--- config.mk ---
export PLATFORM = sky130hd
export DESIGN_NAME = conv_window_buffer
export DESIGN_NICKNAME = d
export VERILOG_FILES = /design/src/rtl/conv_window_buffer.sv
export SDC_FILE = /design/constraint.sdc
export NUM_CORES = 1
export LEC_CHECK = 0
export CAP_MARGIN = 10
export CORE_MARGIN = 10
export CORE_UTILIZATION = 46
export CTS_BUF_LIST = sky130_fd_sc_hd__clkbuf_4 sky130_fd_sc_hd__clkbuf_8
export DETAILED_ROUTE_END_ITERATION = 6
export HOLD_SLACK_MARGIN = 0.03
export PLACE_DENSITY = 0.83
export SLEW_MARGIN = 20
export SYNTH_ARGS = -nofsm -noshare
export SYNTH_HDL_FRONTEND = slang
export SYNTH_SLANG_ARGS = --single-unit
--- constraint.sdc ---
create_clock -name clk -period 3.4 [get_ports clk]
set_clock_uncertainty 0.15 [all_clocks]
set_input_delay 0.34 -clock clk [delete_from_list [all_inputs] [get_ports clk]]
set_output_delay 0.34 -clock clk [all_outputs]
set_load 0.01 [all_outputs]
--- src/rtl/conv_window_buffer.sv ---
// Sliding-window shift memory exposing the newest SIZE samples as parallel taps to the MAC array.
// Latency: win_data mirrors the shift register directly; win_valid/fill_count update one cycle after the accepted write.
// Backpressure: s_ready is held low while a full window waits to be consumed (or reused), and while clear is high.
// Build option: define CONV_WINDOW_CLR_ZERO_EN to zero the tap memory on reset and clear.

module conv_window_buffer #(
  parameter int WIDTH   = 16,
  parameter int SIZE    = 8,
  parameter int LOGSIZE = 3
) (
  input  logic                         clk,
  input  logic                         reset_n,
  input  logic                         clear,
  input  logic [WIDTH-1:0]             s_data,
  input  logic                         s_valid,
  output logic                         s_ready,
  output logic [SIZE-1:0][WIDTH-1:0]   win_data,
  output logic                         win_valid,
  input  logic                         win_ready,
  input  logic                         win_reuse,
  output logic [LOGSIZE:0]             fill_count
);

  typedef enum logic [1:0] {
    ST_FILL  = 2'd0,
    ST_FULL  = 2'd1,
    ST_STALE = 2'd2
  } state_t;

  localparam logic [LOGSIZE:0] CNT_FULL = (LOGSIZE+1)'(SIZE);
  localparam logic [LOGSIZE:0] CNT_LAST = (LOGSIZE+1)'(SIZE - 1);

  state_t                     state, state_nxt;
  logic [LOGSIZE:0]           count_nxt;
  logic [SIZE-1:0][WIDTH-1:0] mem;
  logic                       wr_en;
  logic                       consume;

  // Taps are the shift register itself, no extra pipeline stage.
  assign win_data = mem;
  assign consume  = win_valid & win_ready;
  assign wr_en    = s_valid & s_ready;

  // Accept a sample unless a held window would be disturbed before it is taken.
  always_comb begin
    s_ready = 1'b1;
    if (clear) begin
      s_ready = 1'b0;
    end else if (state == ST_FULL) begin
      s_ready = win_ready & ~win_reuse;
    end
  end

  // Next state and fill count; clear overrides every other event.
  always_comb begin
    state_nxt = state;
    count_nxt = fill_count;
    if (clear) begin
      state_nxt = ST_FILL;
      count_nxt = '0;
    end else begin
      if (wr_en && fill_count != CNT_FULL) begin
        count_nxt = fill_count + 1'b1;
      end
      unique case (state)
        ST_FILL: begin
          if (wr_en && fill_count == CNT_LAST) begin
            state_nxt = ST_FULL;
          end
        end
        ST_FULL: begin
          // Reuse keeps the window; a same-cycle write slides it; otherwise wait for data.
          if (consume && !win_reuse && !wr_en) begin
            state_nxt = ST_STALE;
          end
        end
        ST_STALE: begin
          if (wr_en) begin
            state_nxt = ST_FULL;
          end
        end
        default: begin
          state_nxt = ST_FILL;
        end
      endcase
    end
  end

  // Control registers: state, registered win_valid and fill_count.
  always_ff @(posedge clk or negedge reset_n) begin
    if (!reset_n) begin
      state      <= ST_FILL;
      win_valid  <= 1'b0;
      fill_count <= '0;
    end else begin
      state      <= state_nxt;
      win_valid  <= (state_nxt == ST_FULL);
      fill_count <= count_nxt;
    end
  end

`ifdef CONV_WINDOW_CLR_ZERO_EN
  // Shift register with reset and clear flush so taps read zero when empty.
  always_ff @(posedge clk or negedge reset_n) begin
    if (!reset_n) begin
      mem <= '0;
    end else if (clear) begin
      mem <= '0;
    end else if (wr_en) begin
      for (int i = SIZE - 1; i > 0; i--) begin
        mem[i] <= mem[i-1];
      end
      mem[0] <= s_data;
    end
  end
`else
  // Shift register without reset; only win_valid-qualified taps are meaningful.
  always_ff @(posedge clk) begin
    if (wr_en) begin
      for (int i = SIZE - 1; i > 0; i--) begin
        mem[i] <= mem[i-1];
      end
      mem[0] <= s_data;
    end
  end
`endif

endmodule

==> run_results.csv, run 1 <==
group,metric,value,unit
global_routing,grt_overflow,0,
detailed_routing,drt_pre_antenna_iters,4,
floorplanning,coreArea,9109,sq um
global_routing,antenna_found_initial,0,
cts,htree_num_levels,4,
finish,drive_gt1_frac,0.09722,
detailed_routing,avgViaCountPerCell,4.803,
cts,cts_made_buffers,17,
detailed_routing,wl_per_cell,19.40,um
placed_design,portBuffers,155,
global_routing,grt_pass1_wl,13.83,mm
sta,fin_crit_sh,0.6495,
global_routing,grt_max_degree,58,
worst_setup_path,worstPathRequired,2.91,ns
sta,setup_tns,0,ns
finish,nFillCells,607,
detailed_routing,wirelength,9.138,mm
logic_synthesis,synth_fp_nets,196,
pwr,p_per_area,529.3,nW/um^2
floorplanning,placement_rows,35,
sta,worst_slew_pin_slew,0.5378,ns
detailed_routing,ant_nets,0,
logic_synthesis,syn_area,4257,sq um
pwr,total_leakage_power,2.201,nW
floorplanning,die_x,116.2,um
cts,clk_latency,0.41,ns
cts,cts.sinks,135,
hold_path,hold_class,"reg2reg",
sta,finalMaxSlewViolations,0,
cts,clock_path_buffers,2,
hold_path,hp-start,"win_data[72]",
finish,layout.cells.non_filler,471,
sta,slew_headroom,0.6415,
outcome,status,"finished, final reports clean",
detailed_routing,drc,0,
job,cap_violations,0,
worst_setup_path,worstRegToRegCells,4,
finish,final_area,6362,sq um
sta,setup_violations,0,
detailed_routing,vias,2262,
finish,nets,372,
cts,cts_root_buf,"clkbuf_8",
sta,hold_violations,0,
pwr,ir_drop,325.6,uV
placed_design,dpl-instance-area,5978,sq um
worst_setup_path,start_kind,"flop",
sta,max_freq,452.9,MHz
worst_setup_path,critical_path_arrival,1.72,ns
worst_setup_path,cp_max_fo,5,
floorplanning,ios,156,
cts,cts_tree,"built",
global_routing,first_global_vias,2449,
placed_design,gp_congestion,0.7838,
worst_setup_path,reg2reg_slack,1.44,ns
logic_synthesis,synth.distinct_cells,24,
logic_synthesis,yosys_register_bits,135,
placed_design,dp_hpwl,6.763,mm
logic_synthesis,synth_seq_area_share,0.9442,
finish,num_antenna_cells,0,
placed_design,dp_cells,439,
detailed_routing,drtIter0Drc,115,
sta,rsz0062_at_grt,"no",
floorplanning,die_h,116.2,um
worst_setup_path,r2r-start,"state[1]",
sta,whs,0.2939,ns
sta,fin_ws,1.192,ns
worst_setup_path,worstSetupStartpoint,"state[1]",
cts,cts_resized,0,
cts,post-cts-setup-buffer-count,0,
logic_synthesis,ys_warn_count,0,
floorplanning,die_area,13500,sq um
global_routing,grtUsageTotal,0.1382,
logic_synthesis,syn_area_per_cell,24.75,sq um
worst_setup_path,crit_path_end_kind,"primary output",
placed_design,preCtsSetupSlack,0.9178,ns
cts,clk_pin_slew,0.08,ns
worst_setup_path,crit_type,"reg2out",
worst_setup_path,endpoint,"s_ready",
logic_synthesis,synthCells,172,
worst_setup_path,r2r_end,"win_data[72]",
sta,min_period,2.208,ns
finish,synthToLayoutAreaGrowth,49.47,%
floorplanning,initial_core_util,0.4673,
-- sequential cells by signal, indices dropped and copies added, names as in the netlist --
name / count
win_data: 128
win_valid: 1
fill_count: 4
state: 2
-- cells in the final DEF, fill, tap and decap left out, drive strengths merged, types with 2 or more instances in the layout --
cell type	synthesis	routed
clkdlybuf4s50	0	155
edfxtp	128	128
clkbuf	0	18
clkinv	0	10
dfrtp	7	7
o21ai	5	5
inv	4	5
a21oi	4	4
nor2	3	3
nand2b	2	2
nand2	2	2
a2111oi	2	2
nand3	2	2
ha	2	2
bufinv	0	2
buf	1	2
-- repair_timing --
action | in CTS | in global routing
hold endpoints to repair | 7 | 0
hold buffers | 1 | 0
endpoints found under the setup margin | 0 | 0
-- cell usage after synthesis (all sizes together) --
library cell  number  area [sq um]
nor2b              1         8.760
or4                1         7.510
a2111oi            2         17.52
mux2i              1         10.01
o21bai             1         7.510
nand4              1         6.260
nand2              2         7.510
ha                 2         25.02
buf                1         11.26
and3b              1         8.760
edfxtp           128          3844
nand2b             2         12.51
nor2               3         11.26
nand3b             1         7.510
and2b              1         7.510
o21ai              5         28.78
inv                4         15.01
nor3b              1         7.510
nand3              2         10.01
a21oi              4         20.02
or2b               1         7.510
dfrtp              7         175.2
-- worst max-delay path, cell delays in order (launching register included) --
cell	delay, ns
dfrtp_1	0.40
nand2b_1	0.18
nor2_1	0.06
nor2_1	0.09
clkdlybuf4s50_1	0.57
-- power by group --
group	total (mW)	switching [mW]	internal, mW	leakage, nW
logic	0.221	0.0990	0.122	0.706
clock network	1.23	0.576	0.652	0.197
registers	1.92	0.0291	1.89	1.30
total	3.37	0.704	2.66	2.20
-- how the worst min path moves through the flow --
| stage | to | slack [ns] | depth (start not counted) |
|---|---|---|---|
| floorplan | fill_count[0] | -0.11 | 0 |
| global placement | win_data[87] | 0.28 | 0 |
| detailed placement | win_data[57] | 0.28 | 0 |
| CTS | win_data[1] | 0.30 | 1 |
| global route | win_data[15] | 0.29 | 1 |
| finish | win_data[88] | 0.29 | 0 |
-- final cells by class --
cell class                 count  area, sq um  share of cell area
clock inverter                13        132.6             0.02085
timing repair buffer         158         1602              0.2517
inverter                       4        17.52            0.002753
clock buffer                  18        241.5             0.03795
sequential                   135         4019              0.6317
tap                          111        138.9             0.02183
multi-input combinational     32        211.5             0.03324
-- cell families after synthesis --
family,count (synthesis),synth area share
DFF,135,0.9442
and+or+nand+nor,17,0.02411
AOI/OAI and AO/OA,12,0.01734
buffers and inverters,5,0.006172
adders and majority gates,2,0.005878
muxes,1,0.002352
-- metrics by stage --
step / utilization / power, mW
2_1_floorplan: - / 2.014
3_3_place_gp: 0.6563 / 2.171
3_5_place_dp: 0.6563 / 2.180
4_1_cts: 0.6985 / 3.409
5_1_grt: 0.6985 / 3.501
6_report: 0.6985 / 3.368
-- routing by layer --
layer	GRT usage	wire (um)	up-vias
li1	-	-	1038
met1	0.1408	3352	1091
met2	0.2192	4494	127
met3	0.08834	1190	6
met4	0.06422	99	0
met5	0	0	-
No activity file was read; power rests on OpenSTA's default activity.
==> run 2: changes to the inputs <==
- clock period: 3.4 -> 2.2 ns (I/O delays scaled with it)
==> run 2 against run 1 <==
Hold slack got worse by 0.084 ns; setup slack got worse by 1.0 ns; non-clock buffer count rose by 4; critical path depth did not move; register-to-register slack got worse by 0.94 ns; sequential share of layout area is 1.5 points lower; largest power group unchanged.
==> run_results.csv, run 2 (same netlist as run 1, synthesis figures left out) <==
group,metric,value,unit
outcome,status,"finished, final reports clean",
detailed_routing,wirelength,9.235,mm
cts,cts_made_buffers,17,
pwr,power,5.631,mW
floorplanning,ios,156,
global_routing,antenna_found_initial,0,
finish,drive_gt1_frac,0.1096,
worst_setup_path,critical_path_arrival,1.69,ns
placed_design,dpl-instance-area,6046,sq um
global_routing,grtUsageTotal,0.1379,
sta,worst_slew_pin_slew,0.4397,ns
cts,clk_pin_slew,0.08,ns
worst_setup_path,worstPathRequired,1.83,ns
cts,clock_path_buffers,2,
finish,final_cell_mix,"clkdlybuf4s50_1, edfxtp_1, clkbuf_8",
global_routing,grt_pass1_wl,13.76,mm
sta,setup_tns,0,ns
worst_setup_path,cp_max_fo,5,
floorplanning,die_area,13500,sq um
finish,synthToLayoutAreaGrowth,53.15,%
detailed_routing,wl_per_cell,19.40,um
sta,max_freq,486.1,MHz
detailed_routing,ant_nets,0,
placed_design,gp_congestion,0.8676,
worst_setup_path,crit_type,"reg2out",
detailed_routing,vias,2296,
global_routing,grt_overflow,0,
finish,num_antenna_cells,0,
detailed_routing,drt_pre_antenna_iters,4,
cts,cts.sinks,135,
sta,finalMaxSlewViolations,0,
pwr,p_per_area,863.8,nW/um^2
floorplanning,placement_rows,35,
detailed_routing,drc,0,
sta,slew_headroom,0.6993,
floorplanning,initial_core_util,0.4673,
worst_setup_path,start_kind,"flop",
cts,cts_root_buf,"clkbuf_8",
cts,cts_tree,"built",
placed_design,dp_hpwl,7.078,mm
pwr,total_leakage_power,2.266,nW
sta,fin_crit_sh,0.9350,
finish,final_common_cell,"clkdlybuf4s50_1",
detailed_routing,avgViaCountPerCell,4.824,
global_routing,first_global_vias,2519,
floorplanning,die_h,116.2,um
sta,whs,0.2101,ns
sta,hold_violations,0,
job,cap_violations,0,
finish,nFillCells,592,
floorplanning,die_x,116.2,um
placed_design,portBuffers,155,
sta,min_period,2.057,ns
cts,post-cts-setup-buffer-count,0,
finish,nets,376,
pwr,ir_drop,479.5,uV
worst_setup_path,crit_path_end_kind,"primary output",
cts,clk_latency,0.41,ns
finish,final_area,6519,sq um
global_routing,grt_max_degree,25,
cts,htree_num_levels,4,
finish,largest_register_ffs,128,
floorplanning,coreArea,9109,sq um
detailed_routing,drtIter0Drc,127,
sta,rsz0062_at_grt,"no",
sta,setup_violations,0,
hold_path,hold_class,"in2reg",
[run 2: per-stage QoR]
stage / utilization / setup WS [ns] / std cells
global placement: 0.6637 / 0.2210 / 443
finish: 0.7157 / 0.1430 / 476
detailed placement: 0.6637 / 0.1739 / 443
floorplan: - / 0.1088 / 172
CTS: 0.7157 / 0.1083 / 476
global route: 0.7157 / 0.03635 / 476
[run 2: worst paths after layout]
kind | to | slack, ns | cells past startpoint | startpoint
max | s_ready | 0.14 | 4 | state[1]
min | win_data[2] | 0.21 | 1 | s_data[2]
max in group asynchronous | fill_count[1] | 1.20 | 2 | reset_n
max reg2reg | fill_count[2] | 0.50 | 5 | fill_count[0]
min reg2reg | win_data[102] | 0.29 | 0 | win_data[86]
min in group asynchronous | fill_count[2] | 0.47 | 2 | reset_n
[run 2: area by class of cell]
type	count	area (sq um)	share of cell area
sequential	135	4019	0.6165
tap	111	138.9	0.02131
multi-input combinational	32	211.5	0.03244
inverter	4	17.52	0.002687
clock inverter	14	221.5	0.03397
timing repair buffer	162	1669	0.2560
clock buffer	18	241.5	0.03704
[run 2: power by group]
group          switching, mW  internal (mW)  total, mW
clock network          0.932           1.38       2.31
logic                  0.155          0.201      0.355
registers             0.0460           2.92       2.96
[run 2: repair_timing]
item / CTS / global route
hold buffers: 1 / 0
gates resized for setup: 0 / 0
endpoints found under the hold margin: 7 / 0
setup endpoints to repair: 0 / 0
[run 2: worst max-delay path: stages (launching register included)]
cell and delay, ns:
dfrtp_1 0.40, nand2b_1 0.18, nor2_1 0.06, nor2_1 0.08, clkdlybuf4s50_1 0.56
[run 2: metal layers]
layer	part of all wire	vias up	global-route usage	routed length (um)
li1	-	1047	-	-
met1	0.35	1097	0.1381	3257
met2	0.51	137	0.2260	4682
met3	0.12	15	0.07191	1067
met4	0.025	0	0.08007	227
met5	0	-	0	0
==> run 3: changes to the inputs <==
- CORE_UTILIZATION: 46 -> 44
- CTS_BUF_LIST: sky130_fd_sc_hd__clkbuf_4 sky130_fd_sc_hd__clkbuf_8 -> unset
- PLACE_DENSITY: 0.83 -> 0.8
- REMOVE_ABC_BUFFERS: unset -> 1
==> run 3 against run 2 <==
Die area grew 3.8%; register-to-register slack gained 0.04 ns; first-iteration DRC count grew 22%; non-clock buffer count shrank 1; wire length grew 5.6%; maximum frequency shrank 1.8%; clock-buffer cell count shrank 1; utilization shrank 0.20 points; sequential share of layout area shrank 1.3 points; hold slack lost 0.076 ns; via count grew 0.52%.
==> run_results.csv, run 3 (same netlist as run 1, synthesis figures left out) <==
group,metric,value,unit
global_routing,grt_max_degree,54,
cts,clk_latency,0.49,ns
global_routing,met2_usage,0.2462,
global_routing,grt_overflow,0,
detailed_routing,wirelength,9.748,mm
cts,clk_pin_slew,0.06,ns
job,cap_violations,0,
cts,cts_root_buf,"clkbuf_8",
worst_setup_path,cp_max_fo,5,
sta,fin_crit_sh,0.9525,
floorplanning,die_area,14010,sq um
pwr,power,6.180,mW
detailed_routing,avgViaCountPerCell,4.682,
global_routing,grt-busiest-layer,"met2",
global_routing,grtUsageTotal,0.1398,
finish,nFillCells,599,
finish,synthToLayoutAreaGrowth,56.38,%
finish,largest_register_ffs,128,
floorplanning,initial_core_util,0.4563,
cts,htree_num_levels,4,
placed_design,portBuffers,155,
sta,slew_headroom,0.7084,
placed_design,dp_hpwl,7.078,mm
outcome,status,"finished, final reports clean",
floorplanning,die_h,118.4,um
global_routing,first_global_vias,2501,
global_routing,met1_usage,0.1445,
worst_setup_path,crit_path_end_kind,"primary output",
finish,final_common_cell,"clkdlybuf4s50_1",
worst_setup_path,reg2reg_slack,0.54,ns
cts,cts_tree,"built",
sta,finalMaxSlewViolations,0,
global_routing,antenna_found_initial,0,
placed_design,gp_congestion,0.6964,
finish,final_cell_mix,"clkdlybuf4s50_1, edfxtp_1, clkbuf_16",
finish,num_antenna_cells,0,
sta,worst_slew_pin_slew,0.4263,ns
detailed_routing,drc,0,
sta,max_freq,477.2,MHz
detailed_routing,ant_nets,0,
pwr,total_leakage_power,2.317,nW
detailed_routing,wl_per_cell,19.77,um
worst_setup_path,start_kind,"flop",
pwr,ir_drop,507.7,uV
worst_setup_path,critical_path_arrival,1.73,ns
pwr,p_per_area,928.4,nW/um^2
floorplanning,coreArea,9328,sq um
worst_setup_path,crit_type,"reg2out",
global_routing,grt_pass1_wl,14.90,mm
floorplanning,ios,156,
finish,nets,375,
floorplanning,placement_rows,35,
cts,clock_path_buffers,2,
floorplanning,die_x,118.4,um
sta,setup_violations,0,
detailed_routing,drt_pre_antenna_iters,4,
sta,min_period,2.096,ns
finish,drive_gt1_frac,0.1126,
hold_path,hold_class,"in2reg",
cts,cts_made_buffers,17,
detailed_routing,vias,2308,
detailed_routing,drtIter0Drc,155,
finish,utilization,0.7136,
sta,hold_violations,0,
cts,cts.sinks,135,
global_routing,grtUsageMet3,0.06045,
worst_setup_path,worstPathRequired,1.83,ns
run 3: worst paths after layout:
path                                from       endpoint  cells past startpoint
max                             state[1]        s_ready                      4
min                           s_data[11]   win_data[11]                      1
max reg2reg                fill_count[0]  fill_count[2]                      5
min reg2reg                 win_data[73]   win_data[89]                      0
max in group asynchronous        reset_n       state[0]                      2
min in group asynchronous        reset_n       state[1]                      2
run 3: worst max-delay path: stages, from the launching register on:
cell and delay (ns):
dfrtp_1 0.39, nand2b_4 0.16, nor2_1 0.04, nor2_1 0.09, clkdlybuf4s50_1 0.55
run 3: area by class of cell:
class | count | area, sq um | share of cell area
Sequential cell | 135 | 4020 | 0.6039
Multi-Input combinational cell | 32 | 219.0 | 0.03289
Tap cell | 129 | 161.4 | 0.02425
Inverter | 4 | 17.52 | 0.002632
Timing Repair Buffer | 161 | 1624 | 0.2440
Clock buffer | 17 | 414.1 | 0.06222
Clock inverter | 15 | 200.2 | 0.03008
run 3: stage by stage:
stage               TNS [ns]  worst slack (ns)  instance area (sq um)  hold slack, ns  instances
floorplan             -47.25           -0.4831                   4245         -0.2256        171
global placement           0            0.2639                   6016          0.2780        459
detailed placement         0            0.1793                   6016          0.2844        459
CTS                        0           0.04245                   6640          0.1035        492
global route        -0.01344          -0.01344                   6656         0.09632        493
finish                     0            0.1045                   6656          0.1339        493
run 3: routing by layer:
layer | share of wire | wire, um
met1 | 0.37 | 3577
met2 | 0.53 | 5171
met3 | 0.094 | 914
met4 | 0.0087 | 85
met5 | 0 | 0
run 3: where the power goes:
part           total (mW)  switching [mW]  internal, mW
clock network        2.86            1.01          1.85
registers            2.97          0.0457          2.92
logic               0.349           0.158         0.192
total                6.18            1.22          4.96
run 3: what timing repair did:
item,in CTS,in global routing
hold buffers,1,0
setup buffers,0,1
resized for setup,0,2
endpoints found under the setup margin,0,1
hold endpoints to repair,7,0
